$ cat config.mk
export PLATFORM = sky130hd
export DESIGN_NAME = sar_host_flat
export DESIGN_NICKNAME = d
export VERILOG_FILES = /design/src/rtl/sar_host_if.sv /design/src/rtl/sar_host.sv /design/src/flat_wrapper.sv
export SDC_FILE = /design/constraint.sdc
export NUM_CORES = 1
export LEC_CHECK = 0
export ABC_AREA = 1
export CAP_MARGIN = 10
export CORE_UTILIZATION = 25
export CTS_CLUSTER_DIAMETER = 150
export DETAILED_ROUTE_END_ITERATION = 7
export GPL_ROUTABILITY_DRIVEN = 1
export PLACE_DENSITY = 0.44
export SYNTH_ARGS = -nofsm -noshare
export SYNTH_HDL_FRONTEND = slang
export SYNTH_SLANG_ARGS = --single-unit
$ cat constraint.sdc
create_clock -name clk -period 1.8 [get_ports clk]
set_input_delay 0.36 -clock clk [delete_from_list [all_inputs] [get_ports clk]]
set_output_delay 0.36 -clock clk [all_outputs]
set_load 0.01 [all_outputs]
$ cat src/rtl/sar_host_if.sv
// Link between the host and an asynchronous SAR controller: toggle-based
// start/end-of-conversion handshake, error/warning toggles and the code bus.
interface sar_host_if #(
  parameter int NSTEP = 10
);
  logic             soc;
  logic             eoc;
  logic             err;
  logic             warn;
  logic [NSTEP-1:0] code;

  modport master (output soc, input eoc, err, warn, code);
  modport slave  (input soc, output eoc, err, warn, code);
endinterface

$ cat src/rtl/sar_host.sv
// Oversampling host for a toggle-handshake SAR controller: requests
// 2^OSR_LOG2 conversions, accumulates them and publishes sum and average.
module sar_host #(
  parameter int NSTEP    = 10,
  parameter int OSR_LOG2 = 2,
  parameter int TMO_W    = 8
) (
  input  logic                      clk,
  input  logic                      rst,
  input  logic                      start_i,
  input  logic                      abort_i,
  output logic                      busy_o,
  output logic                      done_o,
  output logic [NSTEP+OSR_LOG2-1:0] result_o,
  output logic [NSTEP-1:0]          avg_o,
  output logic                      err_o,
  output logic                      tmo_o,
  output logic [3:0]                warnCnt_o,
  sar_host_if.master                sar
);

  localparam int ACCW  = NSTEP + OSR_LOG2;
  localparam int NSAMP = 1 << OSR_LOG2;
  localparam logic [OSR_LOG2:0] LAST = (OSR_LOG2+1)'(NSAMP - 1);

  typedef enum logic [2:0] {IDLE, REQ, WAIT, ACC, DONE} state_e;

  state_e              state_q, state_d;
  logic [2:0]          eocSync_q, errSync_q, warnSync_q;
  logic                soc_q, soc_d;
  logic [TMO_W-1:0]    tmoCnt_q, tmoCnt_d;
  logic [NSTEP-1:0]    codeCapt_q, codeCapt_d;
  logic [ACCW-1:0]     acc_q, acc_d;
  logic [OSR_LOG2:0]   sampleCnt_q, sampleCnt_d;
  logic [ACCW-1:0]     result_q, result_d;
  logic [NSTEP-1:0]    avg_q, avg_d;
  logic                done_q, done_d;
  logic                err_q, err_d;
  logic                tmo_q, tmo_d;
  logic [3:0]          warnCnt_q, warnCnt_d;

  // Any difference between the second and third flop is one toggle event.
  logic eocEvt, errEvt, warnEvt;
  assign eocEvt  = eocSync_q[1]  ^ eocSync_q[2];
  assign errEvt  = errSync_q[1]  ^ errSync_q[2];
  assign warnEvt = warnSync_q[1] ^ warnSync_q[2];

  always_comb begin
    state_d     = state_q;
    soc_d       = soc_q;
    tmoCnt_d    = tmoCnt_q;
    codeCapt_d  = codeCapt_q;
    acc_d       = acc_q;
    sampleCnt_d = sampleCnt_q;
    result_d    = result_q;
    avg_d       = avg_q;
    done_d      = 1'b0;
    err_d       = err_q;
    tmo_d       = tmo_q;
    warnCnt_d   = warnCnt_q;

    if (errEvt || (eocEvt && state_q != WAIT)) err_d = 1'b1;
    if (warnEvt && warnCnt_q != 4'hF) warnCnt_d = warnCnt_q + 4'd1;

    case (state_q)
      IDLE: begin
        if (start_i) begin
          state_d     = REQ;
          acc_d       = '0;
          sampleCnt_d = '0;
          err_d       = 1'b0;
          tmo_d       = 1'b0;
          warnCnt_d   = '0;
        end
      end
      REQ: begin
        if (abort_i) begin
          state_d = IDLE;
        end else begin
          soc_d    = ~soc_q;
          tmoCnt_d = '1;
          state_d  = WAIT;
        end
      end
      WAIT: begin
        // Abort wins over a coincident end-of-conversion.
        if (abort_i) begin
          state_d = IDLE;
        end else if (eocEvt) begin
          codeCapt_d = sar.code;
          state_d    = ACC;
        end else if (tmoCnt_q == '0) begin
          tmo_d   = 1'b1;
          err_d   = 1'b1;
          state_d = IDLE;
        end else begin
          tmoCnt_d = tmoCnt_q - TMO_W'(1);
        end
      end
      ACC: begin
        if (abort_i) begin
          state_d = IDLE;
        end else begin
          acc_d       = acc_q + ACCW'(codeCapt_q);
          sampleCnt_d = sampleCnt_q + (OSR_LOG2+1)'(1);
          state_d     = (sampleCnt_q == LAST) ? DONE : REQ;
        end
      end
      DONE: begin
        state_d = IDLE;
        if (!abort_i) begin
          result_d = acc_q;
          avg_d    = acc_q[ACCW-1 -: NSTEP];
          done_d   = 1'b1;
        end
      end
      default: state_d = IDLE;
    endcase
  end

  always_ff @(posedge clk) begin
    if (rst) begin
      state_q     <= IDLE;
      eocSync_q   <= '0;
      errSync_q   <= '0;
      warnSync_q  <= '0;
      soc_q       <= 1'b0;
      tmoCnt_q    <= '0;
      codeCapt_q  <= '0;
      acc_q       <= '0;
      sampleCnt_q <= '0;
      result_q    <= '0;
      avg_q       <= '0;
      done_q      <= 1'b0;
      err_q       <= 1'b0;
      tmo_q       <= 1'b0;
      warnCnt_q   <= '0;
    end else begin
      state_q     <= state_d;
      eocSync_q   <= {eocSync_q[1:0], sar.eoc};
      errSync_q   <= {errSync_q[1:0], sar.err};
      warnSync_q  <= {warnSync_q[1:0], sar.warn};
      soc_q       <= soc_d;
      tmoCnt_q    <= tmoCnt_d;
      codeCapt_q  <= codeCapt_d;
      acc_q       <= acc_d;
      sampleCnt_q <= sampleCnt_d;
      result_q    <= result_d;
      avg_q       <= avg_d;
      done_q      <= done_d;
      err_q       <= err_d;
      tmo_q       <= tmo_d;
      warnCnt_q   <= warnCnt_d;
    end
  end

  assign sar.soc   = soc_q;
  assign busy_o    = (state_q != IDLE);
  assign done_o    = done_q;
  assign result_o  = result_q;
  assign avg_o     = avg_q;
  assign err_o     = err_q;
  assign tmo_o     = tmo_q;
  assign warnCnt_o = warnCnt_q;

endmodule
$ cat src/flat_wrapper.sv
// flat-port wrapper written by rule: the top's interface ports become plain ports
module sar_host_flat 
#(
  parameter int NSTEP    = 10,
  parameter int OSR_LOG2 = 2,
  parameter int TMO_W    = 8
)
  (clk, rst, start_i, abort_i, busy_o, done_o, result_o, avg_o, err_o, tmo_o, warnCnt_o, sar_soc, sar_eoc, sar_err, sar_warn, sar_code);
  sar_host_if #(.NSTEP(NSTEP)) sar_i ();
  input  logic clk;
  input  logic rst;
  input  logic start_i;
  input  logic abort_i;
  output logic busy_o;
  output logic done_o;
  output logic [NSTEP+OSR_LOG2-1:0] result_o;
  output logic [NSTEP-1:0] avg_o;
  output logic err_o;
  output logic tmo_o;
  output logic [3:0] warnCnt_o;
  output wire logic [$bits(sar_i.soc)-1:0] sar_soc;
  input wire logic [$bits(sar_i.eoc)-1:0] sar_eoc;
  input wire logic [$bits(sar_i.err)-1:0] sar_err;
  input wire logic [$bits(sar_i.warn)-1:0] sar_warn;
  input wire logic [$bits(sar_i.code)-1:0] sar_code;
  assign sar_soc = sar_i.soc;
  assign sar_i.eoc = sar_eoc;
  assign sar_i.err = sar_err;
  assign sar_i.warn = sar_warn;
  assign sar_i.code = sar_code;
  sar_host #(.NSTEP(NSTEP), .OSR_LOG2(OSR_LOG2), .TMO_W(TMO_W)) u_core (.clk(clk), .rst(rst), .start_i(start_i), .abort_i(abort_i), .busy_o(busy_o), .done_o(done_o), .result_o(result_o), .avg_o(avg_o), .err_o(err_o), .tmo_o(tmo_o), .warnCnt_o(warnCnt_o), .sar(sar_i));
endmodule
==> flow_metrics.py, run 1 <==
metrics = {
    "status": {
        "status": "finished, final reports clean",
    },
    "global_routing": {
        "grtUsageTotal": 0.125,
        "grt_overflow": 0,
        "grt_max_degree": 24,
        "antenna_found_initial": 0,
        "grt_pass1_vias": 2691,
        "grt_first_pass_wirelength_mm": 12.8,
    },
    "synthesis": {
        "ys_seq_area_frac": 0.409,
        "syn-mean-instance-area_um2": 7.00,
        "ys_ff_latch": 65,
        "synthDistinctLibCells": 27,
        "yosys_warnings": 0,
        "synth-edff-count": 0,
        "syn_inst": 455,
        "synth_area_um2": 3180,
        "async_flop_share": 0,
        "syn-num-nets": 487,
        "ys.flop_type": "dfxtp_1",
    },
    "detailed_routing": {
        "drt_iter0_markers": 149,
        "vias": 2894,
        "routed_via_density": 4.24,
        "drc": 0,
        "ant_nets": 0,
        "drt_pass1_iterations": 4,
        "routedWlPerCell_um": 11.3,
        "routed_wl_mm": 7.73,
    },
    "place": {
        "place_ws_ns": 0.0695,
        "gp_congestion": 0.830,
        "portBuffers": 47,
        "detailed_place_hpwl_mm": 5.90,
    },
    "setup_path": {
        "rrSetupSlack_ns": 0.18,
        "cp-endpoint": "warnCnt_o[2]",
        "reg2reg_to": "u_core.acc_q[11]",
        "max_stage_delay_ns": 0.56,
        "critPathCaptureType": "output port",
        "crit_family": "buffers and inverters",
        "critical_path_required_ns": 1.44,
        "cp.arrival_ns": 1.29,
        "cpMaxStageDelayCell": "clkdlybuf4s50_1",
        "timing.rr.start": "u_core.acc_q[5]",
        "startpoint": "u_core.warnCnt_o[2]",
        "crit_cells": 1,
        "critPathKind": "reg2out",
        "cp_cell_sequence": "clkdlybuf4s50_1",
        "crit_fanout": 5,
        "crit_path_start_kind": "flip-flop",
        "worst-path-buf-inv": 1,
        "r2r_cells": 11,
    },
    "pwr": {
        "p_per_area_nw_per_um2": 888,
        "p_switching_uw": 925,
        "pwr-share-comb": 0.119,
        "max-vdd-ir-drop_mv": 0.388,
        "p_seq_frac": 0.405,
        "clockPowerShare": 0.476,
        "intPower_mw": 2.84,
        "leakage_nw": 1.83,
        "p_sw_frac": 0.246,
    },
    "die": {
        "io_pins": 48,
        "core-area_um2": 12200,
        "die_area_um2": 13200,
        "fp.dieW_um": 115,
        "fp-row-count": 40,
        "start_util": 0.261,
        "die_h_um": 115,
    },
    "timing": {
        "period_needed_ns": 1.65,
        "slew_viol_final": 0,
        "fin_worst_skew_ns": 0.00895,
        "worstMarginPinSlew_ns": 0.637,
        "grt_setup_unrepaired": "no",
        "timing.fmax_mhz": 605,
        "final-hold-violation-count": 0,
        "min_period_over_period": 0.918,
        "finalSetupViolations": 0,
        "fin_setup_tns_ns": 0,
        "timing.final.ws_setup_ns": 0.147,
        "relSlewSlack": 0.572,
    },
    "cts": {
        "clock_latency_ns": 0.33,
        "cts_tree": "yes",
        "cts_root_buf": "clkbuf_16",
        "hold_buffers": 0,
        "path_clk_slew_ns": 0.05,
        "cts_resized": 3,
        "htree_num_levels": 3,
        "cts_setup_buffers": 0,
        "cts_buffer_depth": 2,
        "clock_sinks": 65,
        "numCtsBuffers": 9,
    },
    "worst_hold_path": {
        "hp-start": "u_core.errSync_q[0]",
        "hold_class": "reg2reg",
    },
    "layout": {
        "finalNetCount": 542,
        "area_delta_synth_final_pct": 33.2,
        "drive_gt1_frac": 0.0951,
        "fillers": 1322,
        "antenna_cells": 0,
    },
    "run": {
        "maxCapViolations": 0,
    },
}
worst reg2reg max path, cell delays in order (launching register included):
cell and delay, ns:
dfxtp_1 0.34, ha_1 0.36, nand2_1 0.14, inv_1 0.05
a21oi_1 0.19, nand2_1 0.10, nand2_1 0.07, nand2_1 0.05
nand2_1 0.08, nand2_1 0.05, nand2_1 0.05, nor2_1 0.04
worst min-delay path by stage:
stage / endpoint / slack (ns) / cells after the start
floorplan: u_core.eocSync_q[1] / 0.39 / 2
detailed placement: u_core.errSync_q[1] / 0.40 / 2
finish: u_core.errSync_q[1] / 0.40 / 2
CTS: u_core.errSync_q[1] / 0.40 / 2
global route: u_core.errSync_q[1] / 0.43 / 2
global placement: u_core.errSync_q[1] / 0.39 / 2
Yosys cell counts (2+ instances only):
cell	n	area, um^2
nand2_1	97	364
nor2_1	81	304
dfxtp_1	65	1300
inv_1	49	184
a21oi_1	32	160
o21ai_0	29	145
nand3_1	26	130
ha_1	14	175
buf_4	12	90.1
clkbuf_1	8	30.0
nand4_1	7	43.8
nand3b_1	5	37.5
nor3_1	5	25.0
xor2_1	4	35.0
buf_2	3	15.0
inv_2	3	11.3
or2_2	3	18.8
o211ai_1	2	15.0
xnor2_1	2	17.5
metal layers:
layer	track usage	vias up	share of wire
met5	0	-	0
met4	0.0623	0	0.016
met3	0.0221	9	0.032
met2	0.182	52	0.40
met1	0.177	1278	0.55
li1	-	1555	-
power by group through the flow:
stage	clock, mW	combinational [mW]	sequential [mW]
after floorplan	0	0.260	1.56
after global placement	0	0.443	1.56
after detailed placement	0	0.451	1.56
after CTS	1.83	0.452	1.53
after global routing	1.90	0.508	1.53
final	1.79	0.446	1.53
layout by cell type (no fill, tap or decap), types with 3 or more instances in the layout:
cell type | netlist | routed
nand2_1 | 97 | 97
nor2_1 | 81 | 81
dfxtp_1 | 65 | 64
inv_1 | 49 | 49
clkdlybuf4s50_1 | 0 | 46
a21oi_1 | 32 | 32
o21ai_0 | 29 | 29
nand3_1 | 26 | 25
buf_4 | 12 | 17
ha_1 | 14 | 12
clkbuf_16 | 0 | 9
nand4_1 | 7 | 7
nand3b_1 | 5 | 5
xor2_1 | 4 | 4
nor3_1 | 5 | 4
inv_2 | 3 | 3
or2_2 | 3 | 3
buf_12 | 0 | 3
area by class of cell:
| cell class | instances | area, um^2 | area share |
|---|---|---|---|
| inverter | 52 | 195 | 0.0460 |
| sequential | 65 | 1300 | 0.307 |
| multi-input combinational | 315 | 1570 | 0.370 |
| tap | 168 | 210 | 0.0496 |
| clock buffer | 12 | 256 | 0.0605 |
| timing repair buffer | 67 | 657 | 0.155 |
| clock inverter | 4 | 51.3 | 0.0121 |
kinds of logic (layout without fill, tap and decap cells):
| kind of cell | count (synthesis) | after routing | synth area share |
|---|---|---|---|
| compound gates | 67 | 67 | 0.109 |
| xor+xnor | 6 | 6 | 0.0165 |
| fa+ha+maj | 15 | 15 | 0.0613 |
| buf+inv | 75 | 135 | 0.104 |
| flops | 65 | 65 | 0.409 |
| simple gates | 227 | 227 | 0.301 |
registers in the layout, indices dropped and copies added (netlist names), 3 cells and up:
| name | count |
|---|---|
| u_core.acc_q | 12 |
| u_core.avg_o | 9 |
| u_core.codeCapt_q | 10 |
| u_core.eocSync_q | 3 |
| u_core.errSync_q | 3 |
| u_core.result_o | 3 |
| u_core.sampleCnt_q | 3 |
| u_core.state_q | 3 |
| u_core.tmoCnt_q | 8 |
| u_core.warnCnt_o | 4 |
| u_core.warnSync_q | 3 |
stage by stage:
stage               instance area [um^2]  total power [mW]  hold slack, ns   util  cells
detailed placement                  3920              2.01           0.397  0.321    667
floorplan                           3180              1.82           0.388      -    455
global route                        4240              3.94           0.429  0.347    683
CTS                                 4230              3.80           0.405  0.346    683
global placement                    3920              2.00           0.390  0.321    667
finish                              4240              3.76           0.402  0.347    683
No activity file was read; power rests on OpenSTA's default activity.
==> run 2, diff against run 1 <==
--- a/config.mk
+++ b/config.mk
@@ -7,8 +7,8 @@
 export LEC_CHECK = 0
 export ABC_AREA = 1
 export CAP_MARGIN = 10
+export CORE_ASPECT_RATIO = 0.7
 export CORE_UTILIZATION = 25
-export CTS_CLUSTER_DIAMETER = 150
 export DETAILED_ROUTE_END_ITERATION = 7
 export GPL_ROUTABILITY_DRIVEN = 1
 export PLACE_DENSITY = 0.44
==> flow_metrics.py, run 2 (same netlist as run 1, synthesis figures left out) <==
metrics = {
    "place": {
        "place_area_um2": 3880,
        "detailed_place_hpwl_mm": 6.18,
        "gp_congestion": 0.812,
        "dp.cells": 660,
        "portBuffers": 47,
    },
    "global_routing": {
        "antenna_found_initial": 0,
        "grt_max_degree": 26,
        "grt_pass1_vias": 2700,
        "grt_overflow": 0,
        "grt_first_pass_wirelength_mm": 13.2,
        "grtUsageTotal": 0.133,
    },
    "detailed_routing": {
        "vias": 2909,
        "drc": 0,
        "routed_via_density": 4.30,
        "ant_nets": 0,
        "routed_wl_mm": 8.13,
        "drt_pass1_iterations": 4,
        "routedWlPerCell_um": 12.0,
        "drt_iter0_markers": 140,
    },
    "layout": {
        "regMostFlops": "u_core.acc_q",
        "mostFrequentLayoutCells": "nand2_1 (97), nor2_1 (80), dfxtp_1 (63)",
        "multi_input_area_um2": 1620,
        "final_common_cell": "nand2_1",
        "antenna_cells": 0,
        "largest_reg_flops": 12,
        "seq_area_um2": 1300,
        "fillers": 1327,
        "finalNetCount": 542,
        "drive_gt1_frac": 0.109,
        "area_delta_synth_final_pct": 32.8,
        "stdcell_count": 677,
        "final_area_um2": 4230,
    },
    "die": {
        "core-area_um2": 12400,
        "die_h_um": 96.4,
        "die_area_um2": 13200,
        "fp.dieW_um": 137,
        "start_util": 0.256,
        "io_pins": 48,
        "fp-row-count": 34,
    },
    "setup_path": {
        "cpMaxStageDelayCell": "fa_2",
        "worst-path-buf-inv": 0,
        "crit_cells": 9,
        "crit_fanout": 3,
        "cp_cell_sequence": "ha_1 > fa_2 > nand3_1 > nand3_2 > nand2_1 > nand2_1 > nand2_1 > nand3_1 > a21oi_1",
        "critPathCaptureType": "flip-flop",
        "cpMostUsedCell": "nand2_1",
        "r2r_cells": 9,
        "cp.arrival_ns": 1.92,
        "crit_path_start_kind": "flip-flop",
        "crit_family": "adder cells",
        "critPathKind": "reg2reg",
        "timing.rr.start": "u_core.codeCapt_q[0]",
        "reg2reg_to": "u_core.acc_q[6]",
        "rrSetupSlack_ns": 0.14,
        "critical_path_required_ns": 2.06,
        "max_stage_delay_ns": 0.37,
    },
    "timing": {
        "worstMarginPinSlew_ns": 0.670,
        "fin_setup_tns_ns": 0,
        "relSlewSlack": 0.550,
        "final-hold-violation-count": 0,
        "slew_viol_final": 0,
        "min_period_over_period": 0.921,
        "finalSetupViolations": 0,
        "timing.fmax_mhz": 603,
        "period_needed_ns": 1.66,
        "fin_worst_skew_ns": 0.00519,
        "whs_ns": 0.402,
    },
    "pwr": {
        "p_total_mw": 3.59,
        "max-vdd-ir-drop_mv": 0.388,
        "leakage_nw": 1.80,
        "p_per_area_nw_per_um2": 848,
    },
    "cts": {
        "cts_buffer_depth": 2,
        "hold_buffers": 0,
        "path_clk_slew_ns": 0.05,
        "numCtsBuffers": 9,
        "htree_num_levels": 3,
        "cts_tree": "yes",
        "cts_root_buf": "clkbuf_16",
        "clock_latency_ns": 0.33,
        "clock_sinks": 65,
    },
    "status": {
        "status": "finished, final reports clean",
    },
    "worst_hold_path": {
        "hold_depth": 2,
        "hold_class": "reg2reg",
        "hold_end": "u_core.errSync_q[1]",
        "hp-start": "u_core.errSync_q[0]",
    },
    "run": {
        "maxCapViolations": 0,
    },
}
## run 2: per-layer routing
| layer | global-route usage | vias to the layer above | part of all wire |
|---|---|---|---|
| li1 | - | 1556 | - |
| met1 | 0.189 | 1290 | 0.57 |
| met3 | 0.0355 | 4 | 0.039 |
| met5 | 0 | - | 0 |
| met4 | 0.0513 | 0 | 0.0058 |
| met2 | 0.190 | 59 | 0.39 |
## run 2: worst max path at each step
stage,end,startpoint,slack (ns)
global route,u_core.tmoCnt_q[2],u_core.tmoCnt_q[0],-0.00001
floorplan,u_core.acc_q[6],u_core.acc_q[0],0.26
finish,u_core.acc_q[6],u_core.codeCapt_q[0],0.14
CTS,u_core.acc_q[6],u_core.codeCapt_q[0],0.07
detailed placement,u_core.acc_q[5],abort_i,-0.008
global placement,u_core.acc_q[8],abort_i,0.01
## run 2: tightest hold or removal path, stage by stage (launching register included)
cell	delay [ns]
dfxtp_1	0.29
inv_1	0.04
nor2_1	0.03
## run 2: timing repair
item                       CTS  global route
setup endpoints to repair    1            14
pin swaps                    0             1
resized for setup            3             9
gates cloned                 0             1
setup buffers                0             0
## run 2: area by class of cell
class | instances | area share
multi-input combinational | 316 | 0.383
timing repair buffer | 66 | 0.148
sequential | 65 | 0.308
inverter | 52 | 0.0462
clock inverter | 5 | 0.00710
clock buffer | 11 | 0.0598
tap | 162 | 0.0479
## run 2: report_power, final
part,internal [mW],switching [mW],total [mW]
Sequential,1.49,0.0409,1.53
Combinational,0.179,0.243,0.422
Clock,0.998,0.638,1.64
## run 2: stage by stage
stage | utilization | setup WS (ns)
global placement | 0.312 | 0.0144
finish | 0.340 | 0.142
detailed placement | 0.312 | -0.00786
CTS | 0.335 | 0.0737
floorplan | - | 0.260
global route | 0.340 | -0.0000124
==> run 3, diff against run 2 <==
--- a/config.mk
+++ b/config.mk
@@ -9,6 +9,7 @@
 export CAP_MARGIN = 10
 export CORE_ASPECT_RATIO = 0.7
 export CORE_UTILIZATION = 25
+export CTS_CLUSTER_SIZE = 25
 export DETAILED_ROUTE_END_ITERATION = 7
 export GPL_ROUTABILITY_DRIVEN = 1
 export PLACE_DENSITY = 0.44
==> results of run 3 <==
Final layout, timing and power as in run 2 (identical DEF).
